### src/rtl/spi_master_engine_if.sv
// Register-file side of the SPI shift engine: transfer request, mode config, serial pins and result.
interface spi_master_engine_if;
  logic        en_i;
  logic        start_i;
  logic [2:0]  nbytes_i;
  logic [31:0] tx_data_i;
  logic        cpol_i;
  logic        cpha_i;
  logic [1:0]  div_i;
  logic        spi_miso_i;
  logic        spi_mosi_o;
  logic        spi_clk_o;
  logic        busy_o;
  logic        done_o;
  logic [31:0] rx_data_o;

  modport master (
    output en_i, start_i, nbytes_i, tx_data_i, cpol_i, cpha_i, div_i, spi_miso_i,
    input  spi_mosi_o, spi_clk_o, busy_o, done_o, rx_data_o
  );

  modport slave (
    input  en_i, start_i, nbytes_i, tx_data_i, cpol_i, cpha_i, div_i, spi_miso_i,
    output spi_mosi_o, spi_clk_o, busy_o, done_o, rx_data_o
  );
endinterface

### src/rtl/spi_master_engine.sv
// 1-4 byte SPI shift engine (modes 0-3, SCK half-period 2/4/8/16 clk); start-to-done_o is 16*n*H+1 cycles.
// No backpressure: a start is dropped, never queued, unless idle, enabled and nbytes in 1..4.
module spi_master_engine (
  input  logic               clk_i,
  input  logic               rst_i,
  spi_master_engine_if.slave bus
);
  typedef enum logic [1:0] {ST_IDLE = 2'd0, ST_SHIFT = 2'd1, ST_DONE = 2'd2} state_e;

  state_e      state_q, state_d;
  logic [31:0] tx_sr_q, tx_sr_d;
  logic [31:0] rx_sr_q, rx_sr_d;
  logic [31:0] rx_data_q, rx_data_d;
  logic [2:0]  nbytes_q, nbytes_d;
  logic [1:0]  div_q, div_d;
  logic        cpol_q, cpol_d;
  logic        cpha_q, cpha_d;
  logic [3:0]  cnt_q, cnt_d;
  logic [6:0]  edge_q, edge_d;
  logic        sck_q, sck_d;
  logic        mosi_q, mosi_d;
  logic        done_q, done_d;

  logic [31:0] tx_ord, rx_ord;
  logic [3:0]  half_m1;
  logic [6:0]  last_edge;
  logic        start_ok, tick, sample;

  // Byte 0 is sent first, MSB first: byte-swap so the wire order is simply bit 31 downwards.
  assign tx_ord    = {bus.tx_data_i[7:0], bus.tx_data_i[15:8], bus.tx_data_i[23:16], bus.tx_data_i[31:24]};
  assign start_ok  = bus.start_i && bus.en_i && (bus.nbytes_i != 3'd0) && (bus.nbytes_i <= 3'd4);
  assign last_edge = {nbytes_q, 4'b0000} - 7'd1;
  assign tick      = (cnt_q == half_m1);
  assign sample    = ~edge_q[0] ^ cpha_q;

  always_comb begin
    unique case (div_q)
      2'd0:    half_m1 = 4'd1;
      2'd1:    half_m1 = 4'd3;
      2'd2:    half_m1 = 4'd7;
      default: half_m1 = 4'd15;
    endcase
  end

  // The last received byte sits lowest in rx_sr; swap the low n bytes back into transmit order.
  always_comb begin
    unique case (nbytes_q)
      3'd1:    rx_ord = {24'h0, rx_sr_q[7:0]};
      3'd2:    rx_ord = {16'h0, rx_sr_q[7:0], rx_sr_q[15:8]};
      3'd3:    rx_ord = {8'h0, rx_sr_q[7:0], rx_sr_q[15:8], rx_sr_q[23:16]};
      default: rx_ord = {rx_sr_q[7:0], rx_sr_q[15:8], rx_sr_q[23:16], rx_sr_q[31:24]};
    endcase
  end

  always_comb begin
    state_d   = state_q;
    tx_sr_d   = tx_sr_q;
    rx_sr_d   = rx_sr_q;
    rx_data_d = rx_data_q;
    nbytes_d  = nbytes_q;
    div_d     = div_q;
    cpol_d    = cpol_q;
    cpha_d    = cpha_q;
    cnt_d     = cnt_q;
    edge_d    = edge_q;
    sck_d     = sck_q;
    mosi_d    = mosi_q;
    done_d    = 1'b0;
    unique case (state_q)
      ST_IDLE: begin
        sck_d  = bus.cpol_i;
        mosi_d = 1'b0;
        if (start_ok) begin
          state_d  = ST_SHIFT;
          nbytes_d = bus.nbytes_i;
          div_d    = bus.div_i;
          cpol_d   = bus.cpol_i;
          cpha_d   = bus.cpha_i;
          cnt_d    = '0;
          edge_d   = '0;
          rx_sr_d  = '0;
          // CPHA=0 puts bit 7 on the wire now; CPHA=1 waits for the first leading edge.
          if (bus.cpha_i) begin
            tx_sr_d = tx_ord;
          end else begin
            tx_sr_d = tx_ord << 1;
            mosi_d  = tx_ord[31];
          end
        end
      end
      ST_SHIFT: begin
        if (!bus.en_i) begin
          state_d = ST_IDLE;
          sck_d   = bus.cpol_i;
          mosi_d  = 1'b0;
        end else if (tick) begin
          cnt_d  = '0;
          sck_d  = ~sck_q;
          edge_d = edge_q + 7'd1;
          if (sample) begin
            rx_sr_d = {rx_sr_q[30:0], bus.spi_miso_i};
          end else if (edge_q != last_edge) begin
            mosi_d  = tx_sr_q[31];
            tx_sr_d = tx_sr_q << 1;
          end
          if (edge_q == last_edge) state_d = ST_DONE;
        end else begin
          cnt_d = cnt_q + 4'd1;
        end
      end
      ST_DONE: begin
        state_d   = ST_IDLE;
        done_d    = 1'b1;
        rx_data_d = rx_ord;
        sck_d     = cpol_q;
        mosi_d    = 1'b0;
      end
      default: state_d = ST_IDLE;
    endcase
  end

  always_ff @(posedge clk_i) begin
    if (rst_i) begin
      state_q   <= ST_IDLE;
      tx_sr_q   <= '0;
      rx_sr_q   <= '0;
      rx_data_q <= '0;
      nbytes_q  <= '0;
      div_q     <= '0;
      cpol_q    <= 1'b0;
      cpha_q    <= 1'b0;
      cnt_q     <= '0;
      edge_q    <= '0;
      sck_q     <= 1'b0;
      mosi_q    <= 1'b0;
      done_q    <= 1'b0;
    end else begin
      state_q   <= state_d;
      tx_sr_q   <= tx_sr_d;
      rx_sr_q   <= rx_sr_d;
      rx_data_q <= rx_data_d;
      nbytes_q  <= nbytes_d;
      div_q     <= div_d;
      cpol_q    <= cpol_d;
      cpha_q    <= cpha_d;
      cnt_q     <= cnt_d;
      edge_q    <= edge_d;
      sck_q     <= sck_d;
      mosi_q    <= mosi_d;
      done_q    <= done_d;
    end
  end

  assign bus.spi_clk_o  = sck_q;
  assign bus.spi_mosi_o = mosi_q;
  assign bus.busy_o     = (state_q == ST_SHIFT);
  assign bus.done_o     = done_q;
  assign bus.rx_data_o  = rx_data_q;
endmodule

### src/flat_wrapper.sv
// flat-port wrapper written by rule: the top's interface ports become plain ports
module spi_master_engine_flat 
  (clk_i, rst_i, bus_en_i, bus_start_i, bus_nbytes_i, bus_tx_data_i, bus_cpol_i, bus_cpha_i, bus_div_i, bus_spi_miso_i, bus_spi_mosi_o, bus_spi_clk_o, bus_busy_o, bus_done_o, bus_rx_data_o);
  spi_master_engine_if bus_i ();
  input  logic clk_i;
  input  logic rst_i;
  input wire logic [$bits(bus_i.en_i)-1:0] bus_en_i;
  input wire logic [$bits(bus_i.start_i)-1:0] bus_start_i;
  input wire logic [$bits(bus_i.nbytes_i)-1:0] bus_nbytes_i;
  input wire logic [$bits(bus_i.tx_data_i)-1:0] bus_tx_data_i;
  input wire logic [$bits(bus_i.cpol_i)-1:0] bus_cpol_i;
  input wire logic [$bits(bus_i.cpha_i)-1:0] bus_cpha_i;
  input wire logic [$bits(bus_i.div_i)-1:0] bus_div_i;
  input wire logic [$bits(bus_i.spi_miso_i)-1:0] bus_spi_miso_i;
  output wire logic [$bits(bus_i.spi_mosi_o)-1:0] bus_spi_mosi_o;
  output wire logic [$bits(bus_i.spi_clk_o)-1:0] bus_spi_clk_o;
  output wire logic [$bits(bus_i.busy_o)-1:0] bus_busy_o;
  output wire logic [$bits(bus_i.done_o)-1:0] bus_done_o;
  output wire logic [$bits(bus_i.rx_data_o)-1:0] bus_rx_data_o;
  assign bus_i.en_i = bus_en_i;
  assign bus_i.start_i = bus_start_i;
  assign bus_i.nbytes_i = bus_nbytes_i;
  assign bus_i.tx_data_i = bus_tx_data_i;
  assign bus_i.cpol_i = bus_cpol_i;
  assign bus_i.cpha_i = bus_cpha_i;
  assign bus_i.div_i = bus_div_i;
  assign bus_i.spi_miso_i = bus_spi_miso_i;
  assign bus_spi_mosi_o = bus_i.spi_mosi_o;
  assign bus_spi_clk_o = bus_i.spi_clk_o;
  assign bus_busy_o = bus_i.busy_o;
  assign bus_done_o = bus_i.done_o;
  assign bus_rx_data_o = bus_i.rx_data_o;
  spi_master_engine u_core (.clk_i(clk_i), .rst_i(rst_i), .bus(bus_i));
endmodule
### config.mk
export PLATFORM = sky130hd
export DESIGN_NAME = spi_master_engine_flat
export DESIGN_NICKNAME = d
export VERILOG_FILES = /design/src/rtl/spi_master_engine_if.sv /design/src/rtl/spi_master_engine.sv /design/src/flat_wrapper.sv
export SDC_FILE = /design/constraint.sdc
export NUM_CORES = 1
export LEC_CHECK = 0
export BUFFER_PORTS_ARGS = -buffer_cell sky130_fd_sc_hd__buf_2
export CAP_MARGIN = 20
export CORE_MARGIN = 2
export CORE_UTILIZATION = 60
export DETAILED_ROUTE_END_ITERATION = 10
export PLACE_DENSITY = 0.83
export RECOVER_POWER = 100
export SYNTH_ARGS = -nofsm -noshare
export SYNTH_HDL_FRONTEND = slang
export SYNTH_SLANG_ARGS = --single-unit
### constraint.sdc
create_clock -name clk_i -period 4.5 [get_ports clk_i]
set_input_delay 0.9 -clock clk_i [delete_from_list [all_inputs] [get_ports clk_i]]
set_output_delay 0.9 -clock clk_i [all_outputs]
set_load 0.05 [all_outputs]
==> impl_summary.md <==
CTS
The H-tree was split into 4 levels. The tree built by TritonCTS fans out to 119 sinks. The clock passes through at most 2 buffers. In this run the post-CTS setup repair buffer count came out at 0.

The CTS clock-pin slew for the worst setup and hold paths is 0.06 ns. In this run the clock root is driven by a sky130_fd_sc_hd__clkbuf_8. TritonCTS created 17 clock buffers.

The number of hold buffers added after CTS is 0. TritonCTS built the clock tree. After clock tree synthesis, the repair step resized 0 gates. For the worst-skew pair, the clock arrives at the later sink with an insertion delay of about 0.51 ns.

Route
Dividing the detail-routed via count by the number of cells gives roughly 6.1. After detailed routing, the total wire length is 13500 microns. The post-detailed-route count of antenna-violating nets is 0.

The number of remaining DRC errors is 0. In the final routed layout, each cell accounts on average for 16.2 microns. The number of detailed-route iterations in the first pass is 5. The number of DRC markers in iteration 0 is between 200 and 300.

The routed layout has 5074 vias.

Place
During placement, the flow inserted port buffers numbering 79. The half-perimeter wire length of the detailed placement result is 8610 microns. OpenSTA, run right after detailed placement, puts the worst setup slack at 1.32 ns.

Routability-driven placement finished with a final weighted congestion of between 0.8 and 0.9. The placed standard-cell area is 0.00621 sq mm.

Setup path
The category of the critical setup timing path is in -> reg. For the worst setup path, the data required time is ~4.9 ns. The category of the worst setup path launch point is an input port.

Along the worst path, the maximum fanout reaches 56. The kind of end point of the critical path is a register. Data on the critical path arrives at its endpoint at 3.82 ns.

Cells and area
The area overhead of the layout relative to synthesis is 14.6%. The repair_antennas step left the layout with diodes totalling 0. With fillers left out, the area of the finished cells amounts to 0.00673 sq mm.

The most common cell after layout, fill and taps aside is sky130_fd_sc_hd__dfxtp_1. In the final layout, the multi-input gates occupy 0.00317 sq mm. The count of filler cells inserted in the layout is around 800.

The proportion of layout cells with a drive suffix above 1 is 0.127. Registers take 0.00238 sq mm. The number of nets at the end of the flow is 741. In the layout the commonest cells are sky130_fd_sc_hd__dfxtp_1, sky130_fd_sc_hd__nand2_1, sky130_fd_sc_hd__mux2i_1.

STA
The worst relative slew slack is -0.288. Setup repair after global routing left no endpoint under its margin. The clock skew is 0.00786 ns.

The slew at the pin closest to its max-slew limit is 1.93 ns. The highest achievable clock rate is 294 MHz. Setup violations remaining at the end of the flow were counted as 0. The final hold violation count came to 0.

The minimum clock period after layout is 3.40 ns. After routing, the total negative slack on setup checks comes to 0 ns. The final number of max-transition violations is 68. In the post-route analysis, the smallest setup slack over all paths is 1.10 ns.

The final cycle utilization of the critical path is 0.756. Across all hold checks on the routed design, the worst slack comes to 0.460 ns.

GRT
The final global-route overflow total is 0. The number of global-route vias before repair is roughly 4700. The combined global-route utilization of all metal layers is 0.263.

The first global-routing pass estimated 22000 microns of wire. The maximum number of pins on one net before global-route repair is 68. The initial antenna violation count was 0.

Flow run
The number of max-capacitance violations reported is 2.

Floorplan
The area of the die is 0.0106 sq mm. The floorplan die height is approximately 100 microns. In this run the standard cell core region covers 0.00964 sq mm.

The width of the chip is 103 microns. The initialized floorplan defines 36 standard-cell rows. For this configuration, the core starts out at a cell density of 0.609.

The number of ports placed on the die boundary is 80.

Synthesis
The dominant synthesized flop cell is sky130_fd_sc_hd__dfxtp_1. The fraction of synthesis flops using an asynchronous set or reset pin is 0. The synthesis warning total is 0. Averaged over all synthesized cells, the footprint is 9.13 sq um.

The post-synthesis cell type count is 51. For this run, the register share of the synthesized area comes to 0.406. The post-synth net total is 696.

The number of enable-type register cells in the synthesized netlist is 0. The number of instances in the synthesized netlist is 643. In this run the cell area of the synthesized design comes to 0.00587 sq mm. In this run, synthesis produced a sequential element count of 119.

Run status
The checks that failed: max-capacitance violations, max-slew violations. The run finished, with violations left.

Pwr
The power density normalized to cell area is 524 mW/mm^2. The maximum vdd drop is 0.000260 V. The leakage power figure is 0.00264 uW. The design draws 3530 uW.

Worst hold path
The tightest min-delay check is of the reg -> reg type.
worst paths after layout:
kind / slack (ns) / start / cells past startpoint / endpoint
hold reg to reg: 0.46 / u_core.tx_sr_q[21] / 2 / u_core.tx_sr_q[21]
hold / removal: 0.46 / u_core.tx_sr_q[21] / 2 / u_core.tx_sr_q[21]
setup / recovery: 1.10 / rst_i / 6 / u_core.tx_sr_q[30]
setup reg to reg: 1.59 / u_core.state_q[0] / 6 / u_core.bus.spi_mosi_o
cell families (layout without fill, tap and decap cells):
group                      count (synthesis)  in the layout  synth area share
xor gates and xnor gates                   7              7            0.0130
DFF                                      119            119             0.406
adders and majority gates                  9              9            0.0192
and+or+nand+nor                          198            198             0.159
muxes                                     71             71             0.121
AOI/OAI and AO/OA                        170            170             0.228
buffers and inverters                     69            127            0.0543
cells in the mapped netlist (2+ instances only):
library cell	number	share of area
sky130_fd_sc_hd__and2_1	3	0.0032
sky130_fd_sc_hd__inv_1	7	0.0045
sky130_fd_sc_hd__a2111o_1	5	0.0096
sky130_fd_sc_hd__xnor2_1	6	0.0090
sky130_fd_sc_hd__o21ai_1	2	0.0017
sky130_fd_sc_hd__a21oi_1	31	0.026
sky130_fd_sc_hd__o211ai_1	49	0.063
sky130_fd_sc_hd__nor4b_1	2	0.0030
sky130_fd_sc_hd__nor2_1	22	0.014
sky130_fd_sc_hd__o2111ai_1	6	0.0090
sky130_fd_sc_hd__buf_2	8	0.0068
sky130_fd_sc_hd__nor3_1	6	0.0051
sky130_fd_sc_hd__o21ai_0	7	0.0060
sky130_fd_sc_hd__nand3_1	34	0.029
sky130_fd_sc_hd__a22oi_1	9	0.012
sky130_fd_sc_hd__a311oi_1	8	0.012
sky130_fd_sc_hd__nand2b_1	26	0.028
sky130_fd_sc_hd__buf_6	6	0.012
sky130_fd_sc_hd__nor2b_1	4	0.0043
sky130_fd_sc_hd__nand2_1	89	0.057
sky130_fd_sc_hd__a32o_1	33	0.056
sky130_fd_sc_hd__a211oi_1	2	0.0026
sky130_fd_sc_hd__dfxtp_1	119	0.41
sky130_fd_sc_hd__nor3b_1	2	0.0026
sky130_fd_sc_hd__mux2i_1	71	0.12
sky130_fd_sc_hd__clkbuf_1	44	0.028
sky130_fd_sc_hd__ha_1	9	0.019
sky130_fd_sc_hd__a221o_1	8	0.014
sky130_fd_sc_hd__or2_2	3	0.0032
final cells by class:
type | instances | area share
clock inverters | 13 | 0.0232
multi-input cells | 455 | 0.471
flip-flops and latches | 119 | 0.354
inverters | 8 | 0.00446
well taps | 133 | 0.0247
clock buffers | 19 | 0.0627
repair buffers | 87 | 0.0599
per-layer routing:
metal,up-vias,routed length [microns],track usage
li1,2495,-,-
met1,2341,5790,0.336
met2,203,6490,0.435
met3,35,890,0.0542
met4,0,330,0.111
met5,-,0,0
worst max-delay path, cell delays in order:
cell	delay [ns]
sky130_fd_sc_hd__buf_2	0.10
sky130_fd_sc_hd__buf_4	0.27
sky130_fd_sc_hd__inv_1	1.13
sky130_fd_sc_hd__clkbuf_2	0.92
sky130_fd_sc_hd__o211ai_1	0.24
sky130_fd_sc_hd__mux2i_1	0.23
report_power, final:
group,internal (uW),switching [uW],leakage (uW)
logic,306,686,0.00141
registers,1150,64.5,0.000962
clock network,838,486,0.000270
total,2290,1240,0.00264
registers in the layout, summed over array words and instances, names as in the netlist:
name / cells
u_core.bus.done_o: 1
u_core.tx_sr_q: 32
u_core.bus.spi_mosi_o: 1
u_core.div_q: 2
u_core.cpol_q: 1
u_core.nbytes_q: 3
u_core.bus.spi_clk_o: 1
u_core.cnt_q: 4
u_core.state_q: 2
u_core.bus.rx_data_o: 32
u_core.rx_sr_q: 32
u_core.edge_q: 7
u_core.cpha_q: 1
metrics by stage:
stage,util,instances
after CTS,0.704,834
after global placement,0.644,802
after floorplan,-,643
after detailed placement,0.644,802
final,0.698,834
after global routing,0.698,834
(Power assumes the default switching activity.)
